--- src/rtl/ac_op_sequencer.sv ---
// Accumulator control sequencer: accepts one AC instruction, fetches its memory
// operand when needed, pulses ControlSig for one EXEC cycle and owns the E flip-flop.
module ac_op_sequencer #(
  parameter int AW = 12
) (
  input  logic          clk,
  input  logic          rst,
  input  logic          op_valid,
  output logic          op_ready,
  input  logic [3:0]    op_code,
  input  logic [AW-1:0] op_addr,
  output logic          op_done,
  output logic          op_err,
  output logic          mem_rd_req,
  output logic [AW-1:0] mem_addr,
  input  logic          mem_rd_ack,
  input  logic          ac_lsb,
  input  logic          ac_msb,
  input  logic          Ein_ff,
  output logic          Eout_ff,
  output logic [7:0]    ControlSig
);

  typedef enum logic [1:0] {
    S_IDLE  = 2'd0,
    S_FETCH = 2'd1,
    S_EXEC  = 2'd2,
    S_DONE  = 2'd3
  } state_t;

  localparam logic [3:0] OP_NOP = 4'd0;
  localparam logic [3:0] OP_AND = 4'd1;
  localparam logic [3:0] OP_ADD = 4'd2;
  localparam logic [3:0] OP_LDA = 4'd3;
  localparam logic [3:0] OP_CLA = 4'd4;
  localparam logic [3:0] OP_CMA = 4'd5;
  localparam logic [3:0] OP_CIR = 4'd6;
  localparam logic [3:0] OP_CIL = 4'd7;
  localparam logic [3:0] OP_CLE = 4'd8;
  localparam logic [3:0] OP_CME = 4'd9;
  localparam logic [3:0] OP_INP = 4'd10;

  // ControlSig bit positions consumed by the adder-and-logic unit
  localparam int B_AND = 0;
  localparam int B_ADD = 1;
  localparam int B_DR  = 2;
  localparam int B_INP = 3;
  localparam int B_COM = 4;
  localparam int B_SHR = 5;
  localparam int B_SHL = 6;
  localparam int B_LD  = 7;

  function automatic logic is_mem(input logic [3:0] op);
    return (op == OP_AND) || (op == OP_ADD) || (op == OP_LDA);
  endfunction

  function automatic logic is_legal(input logic [3:0] op);
    return op <= OP_INP;
  endfunction

  // At most one function bit is ever set; CLA is LD alone, which clears AC.
  function automatic logic [7:0] ctrl_of(input logic [3:0] op);
    logic [7:0] c;
    c = 8'h00;
    case (op)
      OP_AND: begin c[B_LD] = 1'b1; c[B_AND] = 1'b1; end
      OP_ADD: begin c[B_LD] = 1'b1; c[B_ADD] = 1'b1; end
      OP_LDA: begin c[B_LD] = 1'b1; c[B_DR]  = 1'b1; end
      OP_INP: begin c[B_LD] = 1'b1; c[B_INP] = 1'b1; end
      OP_CMA: begin c[B_LD] = 1'b1; c[B_COM] = 1'b1; end
      OP_CIR: begin c[B_LD] = 1'b1; c[B_SHR] = 1'b1; end
      OP_CIL: begin c[B_LD] = 1'b1; c[B_SHL] = 1'b1; end
      OP_CLA: c[B_LD] = 1'b1;
      default: c = 8'h00;
    endcase
    return c;
  endfunction

  state_t        state_q, state_d;
  logic [3:0]    op_q, op_d;
  logic [AW-1:0] mem_addr_q, mem_addr_d;
  logic          e_q, e_d;
  logic          op_ready_q, op_ready_d;
  logic          op_done_q, op_done_d;
  logic          op_err_q, op_err_d;
  logic          mem_rd_req_q, mem_rd_req_d;
  logic [7:0]    ctrl_q, ctrl_d;

  always_comb begin
    state_d    = state_q;
    op_d       = op_q;
    mem_addr_d = mem_addr_q;
    e_d        = e_q;
    case (state_q)
      S_IDLE: begin
        if (op_valid) begin
          op_d = op_code;
          if (is_mem(op_code)) begin
            mem_addr_d = op_addr;
            state_d    = S_FETCH;
          end else if (is_legal(op_code)) begin
            state_d = S_EXEC;
          end else begin
            state_d = S_DONE;
          end
        end
      end
      S_FETCH: begin
        if (mem_rd_ack) state_d = S_EXEC;
      end
      S_EXEC: begin
        state_d = S_DONE;
        // E sees the pre-update AC bits, since AC loads on this same edge
        case (op_q)
          OP_ADD:  e_d = Ein_ff;
          OP_CIR:  e_d = ac_lsb;
          OP_CIL:  e_d = ac_msb;
          OP_CLE:  e_d = 1'b0;
          OP_CME:  e_d = ~e_q;
          default: e_d = e_q;
        endcase
      end
      S_DONE: state_d = S_IDLE;
      default: state_d = S_IDLE;
    endcase

    // Outputs are decoded from next state so they leave the flops aligned with it
    op_ready_d   = (state_d == S_IDLE);
    mem_rd_req_d = (state_d == S_FETCH);
    op_done_d    = (state_d == S_DONE);
    op_err_d     = (state_d == S_DONE) && !is_legal(op_d);
    ctrl_d       = (state_d == S_EXEC) ? ctrl_of(op_d) : 8'h00;
  end

  always_ff @(posedge clk) begin
    if (rst) begin
      state_q      <= S_IDLE;
      op_q         <= OP_NOP;
      mem_addr_q   <= '0;
      e_q          <= 1'b0;
      op_ready_q   <= 1'b1;
      op_done_q    <= 1'b0;
      op_err_q     <= 1'b0;
      mem_rd_req_q <= 1'b0;
      ctrl_q       <= 8'h00;
    end else begin
      state_q      <= state_d;
      op_q         <= op_d;
      mem_addr_q   <= mem_addr_d;
      e_q          <= e_d;
      op_ready_q   <= op_ready_d;
      op_done_q    <= op_done_d;
      op_err_q     <= op_err_d;
      mem_rd_req_q <= mem_rd_req_d;
      ctrl_q       <= ctrl_d;
    end
  end

  assign op_ready   = op_ready_q;
  assign op_done    = op_done_q;
  assign op_err     = op_err_q;
  assign mem_rd_req = mem_rd_req_q;
  assign mem_addr   = mem_addr_q;
  assign Eout_ff    = e_q;
  assign ControlSig = ctrl_q;

endmodule

--- config.mk ---
export PLATFORM = sky130hd
export DESIGN_NAME = ac_op_sequencer
export DESIGN_NICKNAME = d
export VERILOG_FILES = /design/src/rtl/ac_op_sequencer.sv
export SDC_FILE = /design/constraint.sdc
export NUM_CORES = 1
export LEC_CHECK = 0
export ABC_AREA = 1
export CAP_MARGIN = 5
export CORE_MARGIN = 2
export CORE_UTILIZATION = 26
export CTS_CLUSTER_DIAMETER = 50
export DETAILED_ROUTE_END_ITERATION = 7
export SLEW_MARGIN = 10
export SYNTH_ARGS = -nofsm -noshare
export SYNTH_HDL_FRONTEND = slang
export SYNTH_SLANG_ARGS = --single-unit
--- constraint.sdc ---
create_clock -name clk -period 1.3 [get_ports clk]
set_input_delay 0.26 -clock clk [delete_from_list [all_inputs] [get_ports clk]]
set_output_delay 0.26 -clock clk [all_outputs]
set_load 0.005 [all_outputs]
== Word-level counts from Yosys, hierarchy flattened ==
Index checks and enable logic that the tools add are counted.

* Bitwise logic cells: 2
* Reductions and logical operators: 11
* Equal/unequal tests: 22
* Muxes and demuxes: 16
* Magnitude comparators: 2

{| class="wikitable"
|+ Operators with widths
! kind !! number
|-
| 4-bit by 3-bit == test with 1-bit output, second input constant || 6
|-
| 4-bit by 2-bit == test with 1-bit output, second input constant || 5
|-
| 4-bit == test, second input constant || 3
|-
| 1-bit 2-to-1 mux || 9
|-
| 2-bit == test, second input constant || 4
|-
| 4-bit by 1-bit == test with 1-bit output, second input constant || 2
|-
| 4-bit less-or-equal comparator, second input constant || 2
|-
| 4-bit 2-to-1 mux || 2
|-
| 2-bit one-hot mux with 4 select lines || 1
|-
| 8-bit OR reduction || 1
|-
| 2-bit 2-to-1 mux || 3
|-
| 1-bit one-hot mux with 5 select lines || 1
|-
| 5-bit nonzero test || 1
|-
| 2-bit by 1-bit == test with 1-bit output, second input constant || 2
|-
| 2-bit logical NOT || 2
|-
| 3-bit AND reduction || 1
|-
| 1-bit logical OR || 2
|-
| 1-bit NOT || 2
|-
| 2-bit AND reduction || 1
|-
| 2-bit OR reduction || 1
|-
| 1-bit logical AND || 1
|-
| 1-bit logical NOT || 1
|}

* Input port bits: 23
* Register bits: 31

== Logic depth before layout (Yosys ltp) ==
Gate-level depths: netlist of run 1.

* Word-level depth: 9
* Mapped depth: 9

== Worst setup path after synthesis of run 1 ==
OpenSTA, ideal clock, no wires.

* Path type: flip-flop to flip-flop
* Start: register state_q[0]
* End: register mem_addr_q[10] (netlist: mem_addr[10])
* Cell stages (with the launch flop): 8
* Data arrival time: 1.033 ns
* Clock period less this slack: 1.149 ns
* Buffers on the path: 1
* Slack: 0.151 ns
* Cells stage by stage: dfxtp_1 inv_1 nand2_2 nor2_4 nand2_4 clkbuf_2 o21ai_0 nor2_1

* Cells in the longest elaborated chain, start to end: 2

{| class="wikitable"
|+ Ends and longest elaborated chain
! item !! line !! text
|-
| from (decl) || 79 || <nowiki>state_t state_q, state_d;</nowiki>
|-
| from (signal assigned) || 147 || <nowiki>state_q <= state_d;</nowiki>
|-
| 2-bit logical NOT || 94 || <nowiki>case (state_q)</nowiki>
|-
| 3-bit AND reduction (no line) || - ||
|-
| to (signal assigned) || 149 || <nowiki>mem_addr_q <= mem_addr_d;</nowiki>
|-
| to (decl) || 81 || <nowiki>logic [AW-1:0] mem_addr_q, mem_addr_d;</nowiki>
|}

Every way passes these cells.
A chain may end at the register's enable or synchronous reset.

== Final worst setup path of run 1 ==
* Start: register state_q[1]
* End: register op_err_q (netlist: op_err)

* Cells in the longest elaborated chain, start to end: 5
* Elaborated cells between the ends (all ways): 12

{| class="wikitable"
|+ Ends and longest elaborated chain
! item !! line !! text
|-
| 2-bit logical NOT || 94 ||
|-
| 4-bit 2-to-1 mux || 94 ||
|-
| 4-bit less-or-equal comparator || 58 || <nowiki>return op <= OP_INP;</nowiki>
|-
| 1-bit logical NOT || 131 || <nowiki>op_err_d = (state_d == S_DONE) && !is_legal(op_d);</nowiki>
|-
| 1-bit logical AND (*) || 131 ||
|-
| to (signal assigned) || 153 || <nowiki>op_err_q <= op_err_d;</nowiki>
|-
| to (decl) || 85 || <nowiki>logic op_err_q, op_err_d;</nowiki>
|}

Every way passes the cells marked *; elsewhere a longest branch is shown, timed or not.

==> impl_metrics.csv, run 1 <==
group,metric,value,unit
placed_design,portBuffers,47,
clock_tree,clk_latency,270,ps
yosys,ys_seq_area_share,46.3,%
clock_tree,cts_tree,"yes",
yosys,synth-compound-area-share,6.07,%
yosys,syn_nets,210,
worst_setup_path,cp-start-kind,"flip-flop",
yosys,synth-xor-area-share,0,%
flow_run,cap_violations,0,
yosys,ys_warn_count,0,
sta,period_share,98.2,%
power_and_ir_drop,vdd_ir_drop_max,0.734,mV
final_layout,nets,278,
placed_design,hpwlAfterDp,2450,um
sta,hold_viol_final,0,
yosys,netlist_instances,187,
floorplan,io_pins,48,
placed_design,dp_cells,312,
worst_setup_path,critical_path.endpoint_type,"flip-flop",
clock_tree,clk_pin_slew,60,ps
sta,rsz0062_at_grt,"true",
power_and_ir_drop,powerDensity,1180,nW/um2
clock_tree,cts_max_level,2,
drt,wl_per_cell,11.0,um
grt,grt_max_degree,14,
outcome,status,"completed",
final_layout,postLayoutCoreUtil,43.7,%
yosys,synth_cell_types,20,
grt,track_usage,12.6,%
yosys,ys_seq_elements,31,
drt,post-route-drc-count,0,
worst_setup_path,worstPathRequired,1470,ps
placed_design,gp_congestion,0.820,
final_layout,nFillCells,534,
clock_tree,numClockSinks,31,
final_layout,regArea,626,um2
yosys,avgSynthCellArea,7.17,um2
drt,drt_iter0_drc,65,
hold_path,min_path_type,"reg -> reg",
final_layout,area.growth.synth_to_final,64.6,%
yosys,synth_top_family_by_area,"simple AND/OR/NAND/NOR gates",
clock_tree,numCtsBuffers,5,
clock_tree,clock_tree.root_cell,"clkbuf_8",
worst_setup_path,worstSetupStartpoint,"state_q[1]",
floorplan,die_area,5740,um2
worst_setup_path,cp_max_fo,7,
sta,slew_viol_final,0,
sta,min_period,1280,ps
final_layout,antenna_cells,0,
worst_setup_path,path_class,"reg -> reg",
worst_setup_path,critPathMaxStageDelay,370,ps
drt,final_antenna_net_count,0,
hold_path,worstHoldStart,"mem_addr[10]",
worst_setup_path,rrSetupSlack,20,ps
yosys,synth-simple-area-share,40.7,%
worst_setup_path,r2r-end,"op_err",
final_layout,multi_input_area,744,um2
grt,antenna_found_initial,0,
final_layout,final_cells,324,
grt,grt_pass1_wl,5350,um
floorplan,die_y,75.8,um
worst_setup_path,slowest_stage,"dfxtp_4",
drt,viasPerCell,4.21,
sta,whs,476,ps
grt,first_global_vias,1230,
sta,fin_skew,1.74,ps
sta,fmax,0.783,GHz
worst_setup_path,rr_worst_depth,8,
yosys,syn_area,1340,um2
placed_design,place_ws,-328,ps
power_and_ir_drop,power_leakage,1.07,nW
clock_tree,cts_max_path_buffers,2,
worst_setup_path,crit_path_frequent_cell,"nand2_1",
grt,overflow,0,
worst_setup_path,arrival,1450,ps
sta,max-slew-margin-rel,84.7,%
drt,firstDrtPassIters,4,
final_layout,drive_gt1_share,27.2,%
yosys,synth.area.mux_share,0,%
worst_setup_path,reg2reg_from,"state_q[1]",
floorplan,start_util,26.6,%
hold_path,whs_path_depth,2,
yosys,synth-adder-area-share,0,%
sta,fin_ws,23.6,ps
drt,num_vias,1363,
floorplan,core-area,5040,um2
drt,routed_wl,3580,um
floorplan,row_count,26,
floorplan,die_w,75.8,um
hold_path,hold_path_end,"mem_addr[10]",
worst_setup_path,cp_cell_sequence,"nor2_4, nand3_1, nand2_4, inv_2, nand2_2, nand2_1, nand2_1, nor2_1",
clock_tree,hold_buffers,0,
sta,setup_viol,0,
sta,worstMarginPinSlew,229,ps
==> repair_timing <==
action | 4_1_cts | 5_1_grt
setup buffers | 4 | 2
pin swaps | 6 | 7
resized for setup | 37 | 36
endpoints found under the setup margin | 34 | 22
==> cell type report <==
class / instances / share of cell area (%)
inverters: 19 / 3.23
well taps: 70 / 3.97
clock buffers: 6 / 3.29
flip-flops and latches: 31 / 28.4
repair buffers: 65 / 27.4
multi-input cells: 133 / 33.7
==> stage by stage <==
step | area [um2] | power, W | TNS [ps]
global route | 2210 | 0.00278 | -370
global placement | 1990 | 0.00180 | -6740
floorplan | 1340 | 0.00149 | 0
detailed placement | 1990 | 0.00180 | -7250
CTS | 2080 | 0.00251 | 0
finish | 2210 | 0.00261 | 0
==> how the worst max path moves through the flow <==
stage                         end  slack, ps  cells past startpoint
finish                     op_err         20                      8
global route        ControlSig[3]        -70                      6
detailed placement       op_ready       -330                      7
floorplan            mem_addr[10]        150                      7
CTS                 ControlSig[3]         20                      9
global placement    ControlSig[2]       -300                      9
==> kinds of logic (layout without fill, tap and decap cells) <==
group           count (synthesis)  count (layout)
flops                          31              31
compound gates                 14              14
buf+inv                        23              90
simple gates                  119             119
==> layout by cell type (no fill, tap or decap) <==
| cell type | instances |
|---|---|
| dfxtp_4 | 1 |
| clkdlybuf4s50_1 | 17 |
| o21ai_0 | 7 |
| nand3_2 | 4 |
| nand3_1 | 13 |
| buf_12 | 2 |
| nand2_2 | 11 |
| o21ai_1 | 6 |
| nor2_4 | 6 |
| inv_1 | 14 |
| dfxtp_2 | 1 |
| nor2_1 | 38 |
| nand3_4 | 1 |
| nand4_1 | 5 |
| inv_2 | 5 |
| clkbuf_1 | 1 |
| dlygate4sd2_1 | 27 |
| dlymetal6s2s_1 | 3 |
| nand2_1 | 24 |
| a21oi_4 | 1 |
| buf_4 | 16 |
| nor3_1 | 1 |
| nor2_2 | 9 |
| dfxtp_1 | 29 |
| nand2_4 | 7 |
| clkbuf_8 | 5 |
==> critical path: cells and delay by family, from the launching register on <==
kind / cells / cell delay, ps
simple gates: 7 / 730
flops: 1 / 370
buf+inv: 1 / 70
==> registers in the layout (all words and copies together), names as in the netlist <==
register    count
mem_addr       12
op_err          1
state_q         2
Eout_ff         1
op_q            4
mem_rd_req      1
op_ready        1
op_done         1
ControlSig      8
==> power breakdown <==
part | leakage (nW) | switching [W] | internal [W]
registers | 0.253 | 0.0000531 | 0.00103
logic | 0.782 | 0.000474 | 0.000386
clock network | 0.0371 | 0.000311 | 0.000356
total | 1.07 | 0.000838 | 0.00177
==> Yosys cell counts (all sizes together) <==
cell type | n | area, um2
o21ai | 13 | 65.1
nand3 | 18 | 95.1
nand2 | 42 | 190
clkbuf | 1 | 5.00
a21oi | 1 | 16.3
nor2 | 53 | 224
nand4 | 5 | 31.3
buf | 3 | 16.3
inv | 19 | 71.3
nor3 | 1 | 5.00
dfxtp | 31 | 621
==> metal layers <==
metal,share of wire (%),track usage [%],routed length (um),vias up
li1,-,-,-,724
met1,45,15.4,1590,595
met2,48,20.7,1700,38
met3,6.9,4.63,248,6
met4,0.95,4.09,34,0
met5,0,0,0,-
Power figures use the tool's default switching activity.
==> run 2, diff against run 1 <==
--- a/config.mk
+++ b/config.mk
@@ -11,7 +11,7 @@
 export CORE_UTILIZATION = 26
 export CTS_CLUSTER_DIAMETER = 50
 export DETAILED_ROUTE_END_ITERATION = 7
-export SLEW_MARGIN = 10
+export SLEW_MARGIN = 20
 export SYNTH_ARGS = -nofsm -noshare
 export SYNTH_HDL_FRONTEND = slang
 export SYNTH_SLANG_ARGS = --single-unit
==> constraint.sdc (replaced) <==
create_clock -name clk -period 1.1 [get_ports clk]
set_input_delay 0.22 -clock clk [delete_from_list [all_inputs] [get_ports clk]]
set_output_delay 0.22 -clock clk [all_outputs]
set_load 0.005 [all_outputs]
==> impl_metrics.csv, run 2 (same netlist as run 1, synthesis figures left out) <==
group,metric,value,unit
worst_setup_path,cp.buffers_inverters,0,
drt,final_antenna_net_count,0,
outcome,violations,"negative setup slack",
worst_setup_path,arrival,1460,ps
sta,fin_ws,-141,ps
sta,min_period,1240,ps
clock_tree,numClockSinks,31,
drt,routed_wl,3750,um
worst_setup_path,cp_cell_sequence,"nor2_4, nand2_4, nand2_4, nand2_4, nor2_4, nand3_2, nor2_1",
floorplan,die_area,5740,um2
sta,period_share,113,%
sta,fmax,0.806,GHz
floorplan,die_w,75.8,um
sta,hold_viol_final,0,
power_and_ir_drop,power_leakage,1.09,nW
worst_setup_path,path_class,"reg -> reg",
worst_setup_path,worstPathRequired,1320,ps
grt,grt_util_met2,25.2,%
clock_tree,clock_tree.root_cell,"clkbuf_8",
placed_design,gp_congestion,0.828,
sta,fin_skew,5.34,ps
drt,drt_iter0_drc,49,
floorplan,core-area,5040,um2
grt,grt_pass1_wl,5950,um
worst_setup_path,critPathMaxStageDelay,370,ps
final_layout,nFillCells,525,
drt,firstDrtPassIters,4,
grt,busiest_layer,"met2",
worst_setup_path,slowest_stage,"dfxtp_4",
final_layout,final_cell_mix,"nor2_1 (39), dfxtp_1 (27), nand2_1 (20)",
final_layout,antenna_cells,0,
final_layout,nets,286,
grt,antenna_found_initial,0,
final_layout,area.growth.synth_to_final,78.0,%
final_layout,drive_gt1_share,35.2,%
flow_run,cap_violations,0,
grt,met3_usage,4.37,%
power_and_ir_drop,powerDensity,1410,nW/um2
placed_design,dpl_cell_area,2010,um2
floorplan,start_util,26.6,%
worst_setup_path,cp_max_fo,6,
final_layout,final_cells,334,
outcome,status,"complete, but fails checks",
drt,viasPerCell,4.26,
sta,rsz0062_at_grt,"true",
clock_tree,cts_max_level,2,
sta,max-slew-margin-rel,84.0,%
grt,first_global_vias,1415,
clock_tree,hold_buffers,0,
clock_tree,cts_tree,"yes",
drt,num_vias,1423,
final_layout,postLayoutCellArea,2380,um2
floorplan,die_y,75.8,um
clock_tree,clk_latency,280,ps
sta,fin_setup_tns,-2620,ps
final_layout,layout_commonest_cell,"nor2_1",
clock_tree,cts_max_path_buffers,2,
clock_tree,clk_pin_slew,60,ps
floorplan,row_count,26,
sta,worstMarginPinSlew,239,ps
grt,gr-usage-met1,14.8,%
worst_setup_path,critical_path.endpoint_type,"flip-flop",
worst_setup_path,crit_family,"simple AND/OR/NAND/NOR gates",
placed_design,portBuffers,47,
sta,slew_viol_final,0,
grt,track_usage,14.1,%
grt,overflow,0,
grt,grt_max_degree,14,
placed_design,hpwlAfterDp,2580,um
power_and_ir_drop,vdd_ir_drop_max,0.726,mV
final_layout,largest_reg_flops,12,
sta,setup_viol,26,
hold_path,min_path_type,"reg -> reg",
clock_tree,numCtsBuffers,5,
worst_setup_path,crit_path_frequent_cell,"nand2_4",
placed_design,dp_cells,316,
drt,wl_per_cell,11.2,um
floorplan,io_pins,48,
worst_setup_path,cp-start-kind,"flip-flop",
drt,post-route-drc-count,0,
-- run 2: cell types whose count changed in the layout (fill, tap and decap cells not counted), moves of 4 or more --
cell and change:
clkdlybuf4s15_1 +10, dlygate4sd2_1 -8, o21ai_2 +8, buf_6 +6, o21ai_0 -6, nand2_1 -4, nand2_4 +4
-- run 2: cell type report --
type,count,area [um2],share of cell area (%)
timing repair buffer,73,692,29.0
tap,70,87.6,3.67
inverter,19,76.3,3.20
multi-input combinational,133,820,34.4
clock buffer,7,76.3,3.20
sequential,31,628,26.3
clock inverter,1,5.00,0.210
-- run 2: timing repair --
item,4_1_cts,5_1_grt
resized for setup,71,34
endpoints found under the setup margin,52,38
pin swaps,19,15
buffers inserted,8,2
-- run 2: metal layers --
metal	vias up	wire length [um]
met5	-	0
li1	735	-
met2	49	1820
met4	0	71
met3	11	277
met1	628	1590
-- run 2: stage by stage --
step	power, W	hold WS, ps	utilization, %	setup WS [ps]
floorplan	0.00177	366	-	-1.37
global placement	0.00218	463	39.9	-487
detailed placement	0.00219	472	39.9	-511
CTS	0.00326	482	45.2	-133
global route	0.00359	496	47.3	-235
finish	0.00337	475	47.3	-141
-- run 2: power breakdown --
group	total (W)	switching, W	internal [W]
Combinational	0.00124	0.000638	0.000598
Clock	0.000847	0.000404	0.000443
Sequential	0.00128	0.0000649	0.00122
-- run 2: worst reg2reg max path, cell delays in order, from the launching register on --
cell	delay [ps]
dfxtp_4	370
nor2_4	160
nand2_4	130
nand2_4	90
nand2_4	80
nor2_4	120
nand3_2	110
nor2_1	120
-- run 2: final timing paths --
| check | startpoint | end | slack (ps) | depth (start not counted) |
|---|---|---|---|---|
| max | state_q[1] | ControlSig[1] | -140 | 7 |
| min | mem_addr[10] | mem_addr[10] | 480 | 2 |
| max reg2reg | state_q[1] | ControlSig[1] | -140 | 7 |
| min reg2reg | mem_addr[10] | mem_addr[10] | 480 | 2 |
==> edit, RTL diff (settings of run 1) <==
The output `op_err` loses its register stage (`op_err_q` becomes a continuous assignment).
--- a/src/rtl/ac_op_sequencer.sv
+++ b/src/rtl/ac_op_sequencer.sv
@@ -140,7 +140,6 @@
       e_q          <= 1'b0;
       op_ready_q   <= 1'b1;
       op_done_q    <= 1'b0;
-      op_err_q     <= 1'b0;
       mem_rd_req_q <= 1'b0;
       ctrl_q       <= 8'h00;
     end else begin
@@ -150,11 +149,12 @@
       e_q          <= e_d;
       op_ready_q   <= op_ready_d;
       op_done_q    <= op_done_d;
-      op_err_q     <= op_err_d;
       mem_rd_req_q <= mem_rd_req_d;
       ctrl_q       <= ctrl_d;
     end
   end
+
+  assign op_err_q = op_err_d;
 
   assign op_ready   = op_ready_q;
   assign op_done    = op_done_q;
Function: changed (Yosys sat finds a counterexample within 4 cycles, from zero or initial values and one cycle with rst high).
==> edit against run 1 <==
- the run now ends with setup timing left
- sequential cell count shrank 1
- worst hold slack gained 2.3 ps
- final area is 8.6% higher
- global-route usage up 0.67 points
- count of clock-buffer cells in the layout is the same
- area after synthesis increased by 2.1%
- worst setup slack lost 470 ps
- clock skew grew 1.1 ps
- register-to-register slack lost 280 ps
- total power grew 7.2%
- routed wire length rose by 1.3%
- largest cell class is now non-clock buffers
- largest power group unchanged
==> edit: results (changes against run 1) <==
status finished, violations left; failing checks setup timing; maximum fanout along the worst path 5 (-2); post-CTS setup buffer count 16 (+12); clock-cell share of area 0.03969 (+0.006788); Mapped Nets 201 (-4.3%); comb_multi_in 122 (-8.3%); Post-Route WL 3626 um (+1.3%); pre-CTS setup slack -1016 ps (-688.0 ps); Compound-Gate Fraction of Synth Area 0.1152 (+0.05448); Worst R2R Setup Slack -260 ps (-280 ps); Worst VDD drop 0.4437 mV (-40%); vias in the first global route 1457 (+18%); Worst Clk Skew 2.810 ps (+1.069 ps); GRT Resource Usage Total 0.1331 (+0.006650); depth of the worst register-to-register path 12 (+4); fin worst setup slack -449.6 ps (-473.3 ps); hold_ws 478.3 ps (+2.265 ps); Setup TNS Final -1953 ps (-1953 ps); dpl cells 319 (+2.2%); Vias/cell 4.159 (-1.1%); met1 WL 1567 um (-1.6%); number of setup violations in the final report 10 (+10); Logic power comb 994 uW (+16%); P_int 1.935 mW (+9.1%); Post-DP HPWL 2497 um (+1.9%); bufs w/o clock 87 (+34%); PostCTS Resize Cnt 63 (+70%); worst rel slew slack 0.8490 (+0.002199); Reg power frac 0.365 (-0.050); first-pass GRT wire length 6210 um (+16%); register area share after synthesis 0.4388 (-0.02436); GR Util met1 0.1430 (-0.01095); sequential cells 30 (-3.2%); CP max-delay cell dfxtp_2; fraction of area in registers 0.2533 (-0.03034); met2 wire length 1758 um (+3.3%); buffering overhead 0.3269 (+0.05293); initial drt markers 31 (-52%); hold-critical path endpoint Eout_ff; Net count, final 292 (+5.0%); capturing point of the worst reg2reg path ControlSig[7]; met3 routed wirelength 211 um (-15%); reg2reg start state_q[0]; inverters 23 (+4); Pleak 1.194 nW (+11%); GPL Wtd Cong 0.8253 (+0.61%); GR Util met3 0.04739 (+0.001097); Design Area, Final 2396 um^2 (+8.6%); multi-input combinational area share 0.3034 (-0.03410); GR Layer Usage met2 0.2301 (+0.02319); vias post-DR 1414 (+3.7%)
## edit: changes by cell type in the layout (fill, tap and decap cells not counted), sizes merged, moves of 2 or more
cell / run 1 / this run
o21ai: 13 / 19
dlygate4sd2: 27 / 29
nand2: 42 / 35
inv: 19 / 23
buf: 18 / 41
dlymetal6s2s: 3 / 0
nand4: 5 / 2
nand3: 18 / 8
## edit: how the worst max path moves through the flow
stage | startpoint | endpoint | slack, ps | cells after the start
after global placement | op_valid | op_err | -980 | 8
after detailed placement | op_valid | op_err | -1020 | 8
after CTS | state_q[0] | op_err | -450 | 8
final | state_q[0] | op_err | -450 | 8
after global routing | state_q[1] | op_err | -510 | 8
after floorplan | state_q[0] | op_err | -70 | 8
## edit: worst min-delay path, stage by stage (launching register included)
cell,delay [ps]
dfxtp_2,320
nand2_1,60
a21oi_1,60
## edit: cells by family (layout without fill, tap and decap cells)
logic type / count (synthesis) / in the layout
and+or+nand+nor: 100 / 101
buffers and inverters: 27 / 118
DFF: 30 / 30
AOI/OAI and AO/OA: 21 / 21
